==> src/rtl/vend_pkg.sv <==
// Shared constants and state encoding for the vend dispense controller.
package vend_pkg;

  localparam int unsigned CHG_W      = 2;
  localparam int unsigned DIME       = 1;
  localparam int unsigned LOW_THRESH = 3;

  typedef enum logic [2:0] {
    ST_IDLE      = 3'd0,
    ST_LOAD      = 3'd1,
    ST_PAPER     = 3'd2,
    ST_PAPER_REL = 3'd3,
    ST_COIN      = 3'd4,
    ST_COIN_REL  = 3'd5
  } state_e;

endpackage

==> src/rtl/vend_evt_fifo.sv <==
// Pending vend-event FIFO: first-word-fall-through read, registered full/empty.
module vend_evt_fifo
  import vend_pkg::*;
#(
  parameter int unsigned DEPTH = 4,
  parameter int unsigned W     = CHG_W
) (
  input  logic         clk,
  input  logic         rst,
  input  logic         push_i,
  input  logic         pop_i,
  input  logic [W-1:0] wdata_i,
  output logic [W-1:0] rdata_o,
  output logic         full_o,
  output logic         empty_o
);

  localparam int unsigned AW = $clog2(DEPTH);

  logic [W-1:0]  mem_q [DEPTH];
  logic [AW-1:0] wr_ptr_q, rd_ptr_q;
  logic [AW:0]   count_q, count_d;
  logic          full_q, empty_q;
  logic          do_push, do_pop;

  // A push while full is refused even if a pop frees a slot this cycle.
  assign do_push = push_i && !full_q;
  assign do_pop  = pop_i && !empty_q;

  always_comb begin
    count_d = count_q;
    if (do_push && !do_pop) begin
      count_d = count_q + (AW + 1)'(1);
    end else if (!do_push && do_pop) begin
      count_d = count_q - (AW + 1)'(1);
    end
  end

  always_ff @(posedge clk or posedge rst) begin
    if (rst) begin
      wr_ptr_q <= '0;
      rd_ptr_q <= '0;
      count_q  <= '0;
      full_q   <= 1'b0;
      empty_q  <= 1'b1;
    end else begin
      if (do_push) wr_ptr_q <= wr_ptr_q + AW'(1);
      if (do_pop)  rd_ptr_q <= rd_ptr_q + AW'(1);
      count_q <= count_d;
      full_q  <= (count_d == (AW + 1)'(DEPTH));
      empty_q <= (count_d == '0);
    end
  end

  always_ff @(posedge clk) begin
    if (do_push) mem_q[wr_ptr_q] <= wdata_i;
  end

  assign rdata_o = mem_q[rd_ptr_q];
  assign full_o  = full_q;
  assign empty_o = empty_q;

endmodule

==> src/rtl/vend_dispense_ctrl.sv <==
// Turns queued vend events into paper/coin req-ack handshakes and tracks the
// dime inventory with sticky overflow/shortage flags.
module vend_dispense_ctrl
  import vend_pkg::*;
#(
  parameter int unsigned DEPTH     = 4,
  parameter int unsigned CNT_W     = 6,
  parameter int unsigned COIN_INIT = 20
) (
  input  logic             clk,
  input  logic             rst,
  input  logic             vend_valid,
  input  logic [CHG_W-1:0] vend_chg,
  output logic             vend_ready,
  output logic             paper_req,
  input  logic             paper_ack,
  output logic             coin_req,
  input  logic             coin_ack,
  input  logic             reload,
  input  logic [CNT_W-1:0] reload_cnt,
  output logic [CNT_W-1:0] coin_cnt,
  output logic             low_change,
  output logic             busy,
  output logic             ovf_err,
  output logic             short_err
);

  state_e           state_q, state_d;
  logic [CHG_W-1:0] remaining_q, remaining_d, fifo_data;
  logic [CNT_W-1:0] coin_cnt_q, coin_cnt_d;
  logic             paper_req_q, paper_req_d, coin_req_q, coin_req_d;
  logic             ovf_q, ovf_d, short_q, short_d;
  logic             fifo_full, fifo_empty, push, pop;
  logic             coin_take, coin_short;
  state_e           after_rel;

  assign push       = vend_valid && !fifo_full;
  assign pop        = (state_q == ST_LOAD);
  assign coin_take  = (state_q == ST_COIN) && coin_req_q && coin_ack;
  // COIN entered without a request means the inventory was empty on entry.
  assign coin_short = (state_q == ST_COIN) && !coin_req_q;
  assign after_rel  = fifo_empty ? ST_IDLE : ST_LOAD;

  vend_evt_fifo #(.DEPTH(DEPTH), .W(CHG_W)) u_fifo (
    .clk     (clk),
    .rst     (rst),
    .push_i  (push),
    .pop_i   (pop),
    .wdata_i (vend_chg),
    .rdata_o (fifo_data),
    .full_o  (fifo_full),
    .empty_o (fifo_empty)
  );

  always_ff @(posedge clk or posedge rst) begin
    if (rst) state_q <= ST_IDLE;
    else     state_q <= state_d;
  end

  always_comb begin
    state_d = state_q;
    unique case (state_q)
      ST_IDLE:      if (!fifo_empty) state_d = ST_LOAD;
      ST_LOAD:      state_d = ST_PAPER;
      ST_PAPER:     if (paper_ack) state_d = ST_PAPER_REL;
      ST_PAPER_REL: if (!paper_ack) state_d = (remaining_q != '0) ? ST_COIN : after_rel;
      ST_COIN: begin
        if (coin_short)    state_d = ST_IDLE;
        else if (coin_ack) state_d = ST_COIN_REL;
      end
      ST_COIN_REL:  if (!coin_ack) state_d = (remaining_q != '0) ? ST_COIN : after_rel;
      default:      state_d = ST_IDLE;
    endcase
  end

  // Requests are registered from the next state; coin_req is decided once on COIN entry.
  always_comb begin
    paper_req_d = (state_d == ST_PAPER);
    coin_req_d  = 1'b0;
    if (state_d == ST_COIN) begin
      coin_req_d = (state_q == ST_COIN) ? coin_req_q : (coin_cnt_d != '0);
    end
  end

  always_comb begin
    remaining_d = remaining_q;
    if (pop)             remaining_d = fifo_data;
    else if (coin_take)  remaining_d = remaining_q - CHG_W'(1);
    else if (coin_short) remaining_d = '0;

    coin_cnt_d = coin_cnt_q;
    if (reload && coin_take) begin
      coin_cnt_d = (reload_cnt == '0) ? '0 : reload_cnt - CNT_W'(DIME);
    end else if (reload) begin
      coin_cnt_d = reload_cnt;
    end else if (coin_take && coin_cnt_q != '0) begin
      coin_cnt_d = coin_cnt_q - CNT_W'(DIME);
    end

    ovf_d   = ovf_q || (vend_valid && fifo_full);
    short_d = short_q || coin_short;
  end

  always_ff @(posedge clk or posedge rst) begin
    if (rst) begin
      remaining_q <= '0;
      coin_cnt_q  <= CNT_W'(COIN_INIT);
      paper_req_q <= 1'b0;
      coin_req_q  <= 1'b0;
      ovf_q       <= 1'b0;
      short_q     <= 1'b0;
    end else begin
      remaining_q <= remaining_d;
      coin_cnt_q  <= coin_cnt_d;
      paper_req_q <= paper_req_d;
      coin_req_q  <= coin_req_d;
      ovf_q       <= ovf_d;
      short_q     <= short_d;
    end
  end

  assign vend_ready = !fifo_full;
  assign paper_req  = paper_req_q;
  assign coin_req   = coin_req_q;
  assign coin_cnt   = coin_cnt_q;
  assign low_change = (coin_cnt_q < CNT_W'(LOW_THRESH));
  assign busy       = (state_q != ST_IDLE) || !fifo_empty;
  assign ovf_err    = ovf_q;
  assign short_err  = short_q;

endmodule

==> config.mk <==
export PLATFORM = sky130hd
export DESIGN_NAME = vend_dispense_ctrl
export DESIGN_NICKNAME = d
export VERILOG_FILES = /design/src/rtl/vend_pkg.sv /design/src/rtl/vend_evt_fifo.sv /design/src/rtl/vend_dispense_ctrl.sv
export SDC_FILE = /design/constraint.sdc
export NUM_CORES = 1
export LEC_CHECK = 0
export CAP_MARGIN = 40
export CORE_AREA = 2 2 72 74
export DETAILED_ROUTE_END_ITERATION = 10
export DIE_AREA = 0 0 74 76
export SLEW_MARGIN = 20
export SYNTH_ARGS = -nofsm -noshare
export SYNTH_HDL_FRONTEND = slang
export SYNTH_SLANG_ARGS = --single-unit
export TNS_END_PERCENT = 50
==> constraint.sdc <==
create_clock -name clk -period 4.29 [get_ports clk]
set_input_delay 0.858 -clock clk [delete_from_list [all_inputs] [get_ports clk]]
set_output_delay 0.858 -clock clk [all_outputs]
set_load 0.05 [all_outputs]
==> flow_metrics.env <==
export IMPL_yosys_warnings=0
export IMPL_dpl_hpwl_microns=2690
export IMPL_crit_chain="clkdlybuf4s50_1, and4bb_1, o311ai_4, xnor2_1, o22a_1, or4b_1, o311a_1"
export IMPL_r2r_end="coin_req"
export IMPL_r2r_start="state_q[2]"
export IMPL_start_kind="primary input"
export IMPL_post_cts_buffers=0
export IMPL_fin_nets=234
export IMPL_synth_main_ff_cell="dfrtp_1"
export IMPL_r2r_slack_ns=1.75
export IMPL_syn_avg_cell_area_sq_um=10.4
export IMPL_irDropWorstVdd_mv=0.390
export IMPL_required_ns=4.45
export IMPL_wire_per_inst_microns=12.7
export IMPL_ys_async_sr_fraction_pct=75.0
export IMPL_clock_path_buffers=2
export IMPL_numCtsBuffers=5
export IMPL_vias=1350
export IMPL_power_leakage_nw=0.972
export IMPL_netlist_instances=180
export IMPL_drive_above_1_share_pct=7.66
export IMPL_yosysTopAreaCellShare_pct=27.9
export IMPL_drt_iter0_markers=31
export IMPL_status="complete, no violations"
export IMPL_synth_most_common_cell="dfrtp_1"
export IMPL_die_h_microns=76
export IMPL_drc=0
export IMPL_viasPerCell=4.84
export IMPL_grt_overflow=0
export IMPL_worst_slew_pin_slew_ns=0.510
export IMPL_grt_total_usage_pct=13.7
export IMPL_syn_cell_area_sq_um=1880
export IMPL_path_max_fanout=9
export IMPL_cts_tree="yes"
export IMPL_drt_total_wl_microns=3530
export IMPL_max_freq_mhz=331
export IMPL_min_period_ns=3.02
export IMPL_start_util_pct=38.3
export IMPL_syn_to_final_growth_pct=22.9
export IMPL_cp_slowest_cell="clkdlybuf4s50_1"
export IMPL_fin_area_sq_um=2310
export IMPL_clock_sinks=32
export IMPL_hp_start="short_err"
export IMPL_antenna_found_initial=0
export IMPL_syn_nets=206
export IMPL_final_util_pct=47.0
export IMPL_grt_pass1_wl_microns=6030
export IMPL_drtPass1Iterations=4
export IMPL_critPathKind="primary input to flip-flop"
export IMPL_maxCapViolations=0
export IMPL_final_hold_viol_count=0
export IMPL_slew_headroom_pct=65.9
export IMPL_seq_area_frac_synth_pct=44.9
export IMPL_ys_top_cells_by_area="dfrtp_1 28%, edfxtp_1 13%, ha_1 8.0%"
export IMPL_rr_worst_depth=6
export IMPL_postRouteAntennaNets=0
export IMPL_ioPinCount=27
export IMPL_die_w_microns=74
export IMPL_holdPathStages=1
export IMPL_htree_levels=2
export IMPL_clkLatencyLatePin_ns=0.28
export IMPL_maxSlewViolCount=0
export IMPL_core_sq_um=4910
export IMPL_port_buffers=26
export IMPL_num_rows=26
export IMPL_grt_start_max_net_pins=14
export IMPL_setup_ws_ns=1.27
export IMPL_gp_congestion=0.822
export IMPL_path_clk_slew_ns=0.06
export IMPL_ys_ff_latch=32
export IMPL_die_area_sq_um=5620
export IMPL_pre_cts_ws_ns=0.943
export IMPL_antennaDiodeCount=0
export IMPL_end_kind="flip-flop"
export IMPL_hold_buffers=0
export IMPL_place_area_sq_um=2210
export IMPL_grt_pass1_vias=1378
export IMPL_power_density_nw_per_um2=541
export IMPL_synth_distinct_cells=47
export IMPL_ys_top_cells_by_count="21 x dfrtp_1, 19 x inv_1, 14 x nor2_1, 12 x ha_1, 11 x mux2i_1"
export IMPL_ctsRootBufferMaster="clkbuf_8"
export IMPL_rsz0062_at_grt="no"
export IMPL_fillers=455
export IMPL_clock_skew_ns=0.00700
export IMPL_post_cts_resized=0
export IMPL_synth_edff_count=8
export IMPL_holdPathEnd="short_err"
export IMPL_fin_tns_setup_ns=0
export IMPL_hold_path_class="flip-flop to flip-flop"
export IMPL_min_period_over_period_pct=70.5
export IMPL_synth_top_area_cell="dfrtp_1"
export IMPL_max_stage_delay_ns=0.49
export IMPL_worstPathArrival_ns=3.18
export IMPL_setup_viol=0
export IMPL_hold_ws_ns=0.466
-- final cells by class --
type / instances / area, sq um / area share, %
Tap cell: 70 / 87.6 / 3.79
Inverter: 19 / 71.3 / 3.09
Timing Repair Buffer: 27 / 275 / 11.9
Clock buffer: 8 / 100 / 4.33
Sequential cell: 32 / 845 / 36.5
Multi-Input combinational cell: 123 / 932 / 40.3
-- worst max-delay path by stage --
stage	startpoint	to	slack, ns	depth (start not counted)
floorplan	coin_cnt[5]	low_change	1.43	2
global placement	reload_cnt[0]	coin_req	1.01	9
global route	reload_cnt[0]	coin_req	1.14	9
CTS	coin_ack	coin_req	1.23	7
detailed placement	coin_ack	coin_req	0.94	7
finish	coin_ack	coin_req	1.27	7
-- sequential cells by signal, summed over array words and instances (netlist names) --
name	flops
u_fifo.mem_q	8
coin_cnt	6
state_q	3
u_fifo.count_q	3
remaining_q	2
u_fifo.rd_ptr_q	2
u_fifo.wr_ptr_q	2
coin_req	1
ovf_err	1
paper_req	1
short_err	1
u_fifo.empty_o	1
u_fifo.full_o	1
-- per-stage QoR --
| step | instances | power, mW |
|---|---|---|
| floorplan | 180 | 0.882 |
| global placement | 270 | 1.00 |
| detailed placement | 271 | 1.01 |
| CTS | 279 | 1.26 |
| global route | 279 | 1.35 |
| finish | 279 | 1.25 |
-- critical path: cells and delay by family --
kind,cells,cell delay [ns]
AND/OR/NAND/NOR,2,0.93
AO/OA/AOI/OAI,3,0.73
buffers and inverters,1,0.49
XOR/XNOR,1,0.17
-- cells by family (layout without fill, tap and decap cells) --
group | after synthesis | after routing | share of synthesized area [%]
AND/OR/NAND/NOR | 62 | 62 | 18.4
XOR/XNOR | 7 | 7 | 3.26
multiplexers | 13 | 13 | 8.25
adder cells (fa/ha/maj) | 12 | 12 | 7.98
buffers and inverters | 25 | 54 | 5.52
flip-flops | 32 | 32 | 44.9
AO/OA/AOI/OAI | 29 | 29 | 11.7
-- where the power goes --
| part | switching (mW) | internal [mW] |
|---|---|---|
| Sequential | 0.0998 | 0.414 |
| Clock | 0.101 | 0.146 |
| Combinational | 0.268 | 0.220 |
-- cell usage in the layout (no fill, tap or decap), types with 7 or more instances in the layout --
| master | netlist | layout |
|---|---|---|
| mux2i_1 | 11 | 11 |
| nor3_1 | 8 | 8 |
| nand2_1 | 7 | 7 |
| clkdlybuf4s50_1 | 0 | 26 |
| dfrtp_1 | 21 | 21 |
| ha_1 | 12 | 12 |
| and2_1 | 7 | 7 |
| clkbuf_8 | 0 | 7 |
| inv_1 | 19 | 19 |
| edfxtp_1 | 8 | 8 |
| nor2_1 | 14 | 14 |
-- layer usage --
layer	track usage [%]	vias up	wire length, microns
met5	0	-	0
met4	6.18	0	110
met3	3.97	10	179
met2	21.9	36	1730
met1	16.8	618	1510
li1	-	686	-
Note: power is estimated with default switching activity, not from simulation.
